<file path="src/rtl/pwm_breath_ctrl.sv">
// Breathing-LED duty sequencer: ramps the PWM duty up, holds, ramps down, holds, then finishes.
// Build option BREATH_AUTO_REPEAT_EN: after HOLD_LO, restart the ramp instead of returning to IDLE.
module pwm_breath_ctrl #(
  parameter int unsigned STEP_TICKS = 4,
  parameter int unsigned DUTY_STEP  = 8,
  parameter int unsigned HOLD_TICKS = 64,
  parameter int unsigned DUTY_MAX   = 255
) (
  input  logic       clk,
  input  logic       rst,
  input  logic       start_i,
  input  logic       stop_i,
  input  logic       period_tick_i,
  output logic [7:0] duty_o,
  output logic       busy_o,
  output logic [2:0] phase_o,
  output logic       done_o
);

  // state       | meaning
  // S_IDLE      | waiting for start, duty held at 0
  // S_RAMP_UP   | duty rises by DUTY_STEP every STEP_TICKS ticks, saturating at DUTY_MAX
  // S_HOLD_HI   | duty held at DUTY_MAX for HOLD_TICKS ticks
  // S_RAMP_DOWN | duty falls by DUTY_STEP every STEP_TICKS ticks, saturating at 0
  // S_HOLD_LO   | duty held at 0 for HOLD_TICKS ticks, then done
  typedef enum logic [2:0] {
    S_IDLE      = 3'd0,
    S_RAMP_UP   = 3'd1,
    S_HOLD_HI   = 3'd2,
    S_RAMP_DOWN = 3'd3,
    S_HOLD_LO   = 3'd4
  } state_t;

  localparam logic [7:0]  STEP_LAST  = 8'(STEP_TICKS - 1);
  localparam logic [15:0] HOLD_LAST  = 16'(HOLD_TICKS - 1);
  localparam logic [8:0]  DUTY_STEP9 = 9'(DUTY_STEP);
  localparam logic [8:0]  DUTY_MAX9  = 9'(DUTY_MAX);
  localparam logic [7:0]  DUTY_STEP8 = 8'(DUTY_STEP);
  localparam logic [7:0]  DUTY_MAX8  = 8'(DUTY_MAX);

  state_t      state_q, state_d;
  logic [7:0]  duty_q, duty_d;
  logic [7:0]  step_cnt_q, step_cnt_d;
  logic [15:0] hold_cnt_q, hold_cnt_d;
  logic        busy_q, busy_d;
  logic        done_q, done_d;

  logic [8:0]  up_sum;
  logic [7:0]  up_duty;
  logic [7:0]  down_duty;
  logic        step_hit;
  logic        hold_hit;

  // 9-bit sum so a step past 255 saturates instead of wrapping
  always_comb begin
    up_sum    = {1'b0, duty_q} + DUTY_STEP9;
    up_duty   = (up_sum >= DUTY_MAX9) ? DUTY_MAX8 : up_sum[7:0];
    down_duty = (duty_q <= DUTY_STEP8) ? 8'd0 : (duty_q - DUTY_STEP8);
    step_hit  = period_tick_i && (step_cnt_q == STEP_LAST);
    hold_hit  = period_tick_i && (hold_cnt_q == HOLD_LAST);
  end

  always_comb begin
    state_d    = state_q;
    duty_d     = duty_q;
    step_cnt_d = step_cnt_q;
    hold_cnt_d = hold_cnt_q;
    done_d     = 1'b0;

    if (stop_i) begin
      state_d    = S_IDLE;
      duty_d     = 8'd0;
      step_cnt_d = 8'd0;
      hold_cnt_d = 16'd0;
    end else begin
      case (state_q)
        S_IDLE: begin
          if (start_i) begin
            state_d    = S_RAMP_UP;
            duty_d     = 8'd0;
            step_cnt_d = 8'd0;
            hold_cnt_d = 16'd0;
          end
        end

        S_RAMP_UP: begin
          if (step_hit) begin
            step_cnt_d = 8'd0;
            duty_d     = up_duty;
            if (up_duty == DUTY_MAX8) begin
              state_d    = S_HOLD_HI;
              hold_cnt_d = 16'd0;
            end
          end else if (period_tick_i) begin
            step_cnt_d = step_cnt_q + 8'd1;
          end
        end

        S_HOLD_HI: begin
          if (hold_hit) begin
            state_d    = S_RAMP_DOWN;
            step_cnt_d = 8'd0;
            hold_cnt_d = 16'd0;
          end else if (period_tick_i) begin
            hold_cnt_d = hold_cnt_q + 16'd1;
          end
        end

        S_RAMP_DOWN: begin
          if (step_hit) begin
            step_cnt_d = 8'd0;
            duty_d     = down_duty;
            if (down_duty == 8'd0) begin
              state_d    = S_HOLD_LO;
              hold_cnt_d = 16'd0;
            end
          end else if (period_tick_i) begin
            step_cnt_d = step_cnt_q + 8'd1;
          end
        end

        S_HOLD_LO: begin
          if (hold_hit) begin
            done_d     = 1'b1;
            duty_d     = 8'd0;
            step_cnt_d = 8'd0;
            hold_cnt_d = 16'd0;
`ifdef BREATH_AUTO_REPEAT_EN
            state_d    = S_RAMP_UP;
`else
            state_d    = S_IDLE;
`endif
          end else if (period_tick_i) begin
            hold_cnt_d = hold_cnt_q + 16'd1;
          end
        end

        default: begin
          state_d    = S_IDLE;
          duty_d     = 8'd0;
          step_cnt_d = 8'd0;
          hold_cnt_d = 16'd0;
        end
      endcase
    end

    busy_d = (state_d != S_IDLE);
  end

  always_ff @(posedge clk or posedge rst) begin
    if (rst) begin
      state_q    <= S_IDLE;
      duty_q     <= 8'd0;
      step_cnt_q <= 8'd0;
      hold_cnt_q <= 16'd0;
      busy_q     <= 1'b0;
      done_q     <= 1'b0;
    end else begin
      state_q    <= state_d;
      duty_q     <= duty_d;
      step_cnt_q <= step_cnt_d;
      hold_cnt_q <= hold_cnt_d;
      busy_q     <= busy_d;
      done_q     <= done_d;
    end
  end

  assign duty_o  = duty_q;
  assign busy_o  = busy_q;
  assign phase_o = state_q;
  assign done_o  = done_q;

endmodule

</file>
<file path="config.mk">
export PLATFORM = sky130hd
export DESIGN_NAME = pwm_breath_ctrl
export DESIGN_NICKNAME = d
export VERILOG_FILES = /design/src/rtl/pwm_breath_ctrl.sv
export SDC_FILE = /design/constraint.sdc
export NUM_CORES = 1
export LEC_CHECK = 0
export ABC_AREA = 1
export BUFFER_PORTS_ARGS = -buffer_cell sky130_fd_sc_hd__buf_2
export CORE_MARGIN = 5
export CORE_UTILIZATION = 34
export DETAILED_ROUTE_END_ITERATION = 8
export PLACE_DENSITY = 0.47
export SLEW_MARGIN = 15
export SYNTH_ARGS = -nofsm -noshare
export SYNTH_HDL_FRONTEND = slang
export SYNTH_SLANG_ARGS = --single-unit
</file>
<file path="constraint.sdc">
create_clock -name clk -period 2.05 [get_ports clk]
set_clock_uncertainty 0.1 [all_clocks]
set_input_delay 0.1025 -clock clk [delete_from_list [all_inputs] [get_ports clk]]
set_output_delay 0.1025 -clock clk [all_outputs]
set_load 0.02 [all_outputs]
</file>
==> summary.txt, run 1 <==
Timing
  • Period minus WS final: roughly 2 ns
  • Actual slew at the worst max-slew pin: about 0.53 ns
  • Final setup fails: 0
  • Max-slew violation count: 0
  • Maximum clock rate: between 500 and 600 MHz
  • Final hold violation count: 0
  • Final setup TNS: 0 ns
  • PnR worst setup slack: ~0.09 ns
  • Unrepaired setup endpoints after global routing: yes
  • Fin crit share: 0.955
  • Worst rel slew slack: 0.649

Critical path
  • Worst Setup SP: duty_o[4]$_DFFE_PP0P_
  • Required time of the critical path: 2.14 ns
  • Reg-to-reg startpoint: duty_o[4]$_DFFE_PP0P_
  • Worst Setup Start Kind: register
  • Crit end category: register
  • Crit path DAT: around 2.1 ns
  • Crit Path Max Fanout: 8
  • CP Class: register to register

GRT
  • First-pass GRT wire length: ~12 mm
  • Congestion Overflow GR: 0
  • Largest net degree at the start of global routing: 38
  • Vias in the first global route: 2588
  • Total global routing track utilization: 0.150
  • Initial antenna violation count: 0

Synthesis
  • Yosys Warn Count: 0
  • Flop and latch count out of synthesis: 37
  • Syn_area_per_cell: roughly 7.4 sq um
  • Mapped cell area: ~0.0028 sq mm
  • Syn_nets: 394
  • Leading post-synthesis cells by cell area: dfrtp_1 (33%), nand2_1 (11%), nand3_1 (5.7%)
  • Register area share after synthesis: 0.328
  • Number of synthesized flops with an enable pin: 0
  • Post-synth top area cell: dfrtp_1
  • Cells after Synth: 384
  • Unique masters post-synth: 32
  • Share of the synthesized area in the top cell type: 0.328
  • FFs w/ async S/R, synth: 1.00
  • Post-synth top flop: dfrtp_1

Floorplanning
  • Die Area: around 0.010 sq mm
  • CORE AREA: 0.00818 sq mm
  • Die Y: around 100 um
  • Die Span X: around 100 um
  • Initial core utilization: 0.346
  • Ports: 18
  • Cell Rows: 33

Cells and area
  • Post-layout instance area: about 0.0034 sq mm
  • Util after Layout: 0.418
  • # nets final: 439
  • Most frequent cells in the layout: nand2_1 (83), inv_1 (40), dfrtp_1 (34), nand3_1 (31), nor2_1 (25)
  • Ratio of cells with drive above 1 in the final layout: 0.340
  • Area grow syn2layout: 20.8%
  • Cell Count, Final, Fillers Out: 535
  • Most common cell after layout, fill and taps aside: nand2_1
  • Antenna cell count: 0

Clock network
  • CTS clk-pin slew, worst paths: around 0.08 ns
  • Longest Clk Path Bufs: 2
  • Worst-Skew Late Latency: ~0.30 ns
  • CTS root buffer: clkbuf_8
  • TritonCTS sink count: 37
  • CTS buffer count: 5
  • CTS tree: yes
  • H-tree depth: 2

Min path
  • Min-delay src: stop_i
  • HP Class: input port to register

Routing
  • Vias: roughly 2600
  • DRT Wirelength: between 7 and 8 mm
  • DR iter-0 viols: 72
  • Met2 Routed Length: 3.41 mm
  • WL met1: 3.54 mm
  • DRT Pass-1 Iters: 4
  • Routed WL per cell: roughly 14 um
  • Post-route DRC: 0
  • Top Metal Used: met4
  • Vias per inst: between 4 and 5
  • Antenna-violating nets left: 0
  • WL met3: 237 um

Placed design
  • Dpl hpwl: 5.19 mm
  • Cell area after placement: 0.00313 sq mm
  • Placed cells: 519
  • Dpl ws: -0.0136 ns
  • GP Congestion: approximately 0.83
  • Buffers on Ports: 17

Power and ir drop
  • Pleak: 1.60 nW
  • Worst vdd ir: around 300 uV
  • Power per Cell Area: ~460 mW/mm^2

Run status
  • Status: complete, no violations

Run
  • Max cap viols: 0
metal layers:
metal,vias to the layer above,track usage
li1,1332,-
met4,0,0.0501
met1,1219,0.208
met3,9,0.0269
met5,-,0
met2,52,0.237
area by class of cell:
class                      count  area (sq um)
fill                         854          4760
timing repair buffer          49           380
clock inverter                 2          10.0
sequential                    37           930
inverter                      50           190
clock buffer                   6          72.6
multi-input combinational    286          1700
tap                          105           131
metrics by stage:
step                      hold slack (ns)  total power [mW]
after floorplan                     0.182             0.936
after global placement              0.165              1.00
after detailed placement            0.165              1.00
after CTS                          0.0870              1.54
after global routing               0.0893              1.64
final                              0.0940              1.56
cells by family (layout without fill, tap and decap cells):
| kind of cell | count (synthesis) | in the layout | share of synthesized area |
|---|---|---|---|
| AO/OA/AOI/OAI | 51 | 51 | 0.114 |
| adder cells (fa/ha/maj) | 5 | 5 | 0.0221 |
| flip-flops | 37 | 37 | 0.328 |
| XOR/XNOR | 11 | 11 | 0.0341 |
| buffers and inverters | 62 | 107 | 0.108 |
| AND/OR/NAND/NOR | 218 | 219 | 0.395 |
cell usage after synthesis (3+ instances only):
cell     count
nand3_2      3
xor2_1      11
nor2_1      27
o21ai_2     16
nand4_1     22
nand2_2     19
inv_1       41
buf_6        4
a21oi_1      5
inv_2        8
nor2_4       6
ha_1         5
o21ai_1      3
o21ai_0     25
nor3_1       6
nand2_1     86
nor2_2       5
dfrtp_1     37
or2_2        5
buf_2        4
nand3_1     32
timing repair:
item	4_1_cts	5_1_grt
setup endpoints to repair	12	25
setup buffers	1	4
hold endpoints to repair	37	0
cloned	1	1
hold buffers	1	0
resized for setup	1	35
pin swaps	1	10
path summary, 6_finish.rpt:
check / end / slack [ns] / cells after the start
setup / recovery: hold_cnt_q[10]$_DFFE_PP0P_ / 0.09 / 14
min in group asynchronous: hold_cnt_q[5]$_DFFE_PP0P_ / 0.37 / 4
setup reg to reg: hold_cnt_q[10]$_DFFE_PP0P_ / 0.09 / 14
hold / removal: done_o$_DFF_PP0_ / 0.09 / 2
max in group asynchronous: phase_o[1]$_DFF_PP0_ / 1.08 / 4
hold reg to reg: hold_cnt_q[8]$_DFFE_PP0P_ / 0.42 / 2
critical path, stage by stage (launching register included):
cell and delay, ns:
dfrtp_2 0.44, buf_6 0.14, nor2_4 0.11, nand2_4 0.08, inv_2 0.07, nand2_4 0.09
nand2_2 0.08, nand2_2 0.05, nor2_2 0.09, nand3_1 0.10, nand3_2 0.11, nand2_4 0.12
buf_12 0.17, nand2_2 0.05, o21ai_2 0.04
registers in the layout (all words and copies together), names as in the netlist:
register	count
step_cnt_q	8
hold_cnt_q	16
busy_o	1
done_o	1
phase_o	3
duty_o	8
power by group:
| group | leakage [nW] | internal [mW] | switching (mW) |
|---|---|---|---|
| registers | 0.509 | 0.737 | 0.00749 |
| logic | 1.05 | 0.113 | 0.181 |
| clock network | 0.0450 | 0.236 | 0.285 |
Note: power is estimated with default switching activity, not from simulation.
==> run 2: changes to the inputs <==
==> constraint.sdc (replaced) <==
create_clock -name clk -period 2.05 [get_ports clk]
set_clock_uncertainty 0.1 [all_clocks]
set_input_delay 0.3075 -clock clk [delete_from_list [all_inputs] [get_ports clk]]
set_output_delay 0.3075 -clock clk [all_outputs]
set_load 0.02 [all_outputs]
==> run 2 against run 1 <==
Effect of this change: global-route usage shrank 0.24 points; first-iteration DRC count shrank 14%; via count shrank 1.0%; total power shrank 2.1%; register-to-register slack is essentially flat; sequential share of layout area grew 0.39 points; largest power group unchanged.
==> summary.txt, run 2 (synthesized netlist as in run 1, its figures left out) <==
Routing
  • Post-route DRC: 0
  • Vias: 2586
  • Vias per inst: between 4 and 5
  • DR iter-0 viols: 62
  • Antenna-violating nets left: 0
  • DRT Pass-1 Iters: 4
  • DRT Wirelength: approximately 7.2 mm
  • Routed WL per cell: 13.6 um

Timing
  • Final hold violation count: 0
  • Worst rel slew slack: 0.658
  • Final setup TNS: 0 ns
  • Unrepaired setup endpoints after global routing: yes
  • Actual slew at the worst max-slew pin: between 0.5 and 0.6 ns
  • Max-slew violation count: 0
  • Fin crit share: 0.948
  • Final setup fails: 0
  • Period minus WS final: 1.94 ns
  • Maximum clock rate: between 500 and 600 MHz

Clock network
  • Longest Clk Path Bufs: 2
  • Worst-Skew Late Latency: just under 0.3 ns
  • TritonCTS sink count: 37
  • Hold_buf cts: 0
  • CTS root buffer: clkbuf_8
  • CTS buffer count: 5
  • H-tree depth: 2
  • CTS tree: yes
  • CTS clk-pin slew, worst paths: 0.08 ns

Cells and area
  • Most frequent cells in the layout: nand2_1 (81), inv_1 (41), dfrtp_1 (35), nand3_1 (32), nor2_1 (26)
  • Area of the multi-input gates: between 0.0015 and 0.002 sq mm
  • Sequential cell area: a little over 900 sq um
  • Number of flip-flops in the largest register: 16
  • Most flops, register: hold_cnt_q
  • Ratio of cells with drive above 1 in the final layout: 0.322
  • Cell Count, Final, Fillers Out: 533
  • FILL cells: ~900
  • Most common cell after layout, fill and taps aside: nand2_1
  • Area grow syn2layout: 18.9%
  • # nets final: approximately 440
  • Antenna cell count: 0

Critical path
  • CP Class: register to register
  • Required time of the critical path: ~2.1 ns
  • Crit Path Max Fanout: 8
  • Crit path DAT: a little over 2 ns
  • Reg2Reg Setup Slack: 0.11 ns
  • Crit end category: register
  • Worst Setup Start Kind: register

Power and ir drop
  • Worst vdd ir: ~320 uV
  • Power per Cell Area: about 450 mW/mm^2
  • Pleak: 1.57 nW

Floorplanning
  • CORE AREA: around 0.0082 sq mm
  • Ports: 18
  • Cell Rows: 33
  • Die Span X: about 100 um
  • Die Y: around 100 um
  • Initial core utilization: 0.346
  • Die Area: around 0.010 sq mm

Placed design
  • Dpl hpwl: approximately 5.2 mm
  • GP Congestion: roughly 0.83
  • Placed cells: 520
  • Buffers on Ports: 17

GRT
  • First-pass GRT wire length: 12.2 mm
  • Congestion Overflow GR: 0
  • Total global routing track utilization: 0.148
  • Initial antenna violation count: 0
  • Vias in the first global route: between 2000 and 3000
  • Largest net degree at the start of global routing: 38

Min path
  • HP Class: input port to async pin

Run status
  • Status: complete, no violations

Run
  • Max cap viols: 0
run 2: final timing paths:
path,endpoint,from,cells past startpoint
min reg2reg,hold_cnt_q[12]$_DFFE_PP0P_,hold_cnt_q[12]$_DFFE_PP0P_,2
max reg2reg,hold_cnt_q[5]$_DFFE_PP0P_,duty_o[4]$_DFFE_PP0P_,14
max in group asynchronous,phase_o[1]$_DFF_PP0_,rst,3
min,hold_cnt_q[11]$_DFFE_PP0P_,rst,3
min in group clk,done_o$_DFF_PP0_,stop_i,2
max,hold_cnt_q[5]$_DFFE_PP0P_,duty_o[4]$_DFFE_PP0P_,14
run 2: timing repair:
item / CTS / global route
pin swaps: 1 / 9
resized for setup: 0 / 27
setup buffers: 1 / 2
gates cloned: 1 / 1
setup endpoints to repair: 3 / 24
run 2: area by class of cell:
class	count	share of cell area
inverters	50	0.0566
multi-input cells	286	0.496
well taps	105	0.0391
flip-flops and latches	37	0.276
clock buffers	8	0.0238
repair buffers	47	0.108
run 2: where the power goes:
part	leakage, nW	internal [mW]	switching [mW]
clock network	0.0395	0.242	0.259
registers	0.510	0.737	0.00754
logic	1.02	0.109	0.173
total	1.57	1.09	0.440
run 2: layer usage:
layer / wire length [um] / vias up / global-route usage
li1: - / 1334 / -
met1: 3560 / 1214 / 0.203
met2: 3460 / 36 / 0.242
met3: 181 / 2 / 0.0282
met4: 31 / 0 / 0.0327
met5: 0 / - / 0
run 2: worst max-delay path: stages, from the launching register on:
cell and delay, ns:
dfrtp_1 0.42, buf_6 0.15, nor2_4 0.12, nand2_4 0.08, inv_2 0.07, nand2_4 0.09, nand2_2 0.07, nand2_1 0.06
nor2_2 0.10, nand3_1 0.10, nand3_2 0.11, nand2_4 0.11, buf_6 0.16, nand2_2 0.05, o21ai_2 0.05
run 2: stage by stage:
stage / setup slack [ns] / hold slack [ns] / util / area (sq um) / total power [mW]
detailed placement: 0.00540 / 0.365 / 0.384 / 3140 / 1.00
finish: 0.106 / 0.0333 / 0.411 / 3360 / 1.53
global placement: 0.00371 / 0.374 / 0.384 / 3140 / 1.00
global route: -0.0267 / 0.0832 / 0.411 / 3360 / 1.62
floorplan: 0.0528 / 0.378 / - / 2830 / 0.936
CTS: 0.0133 / 0.0500 / 0.395 / 3230 / 1.52
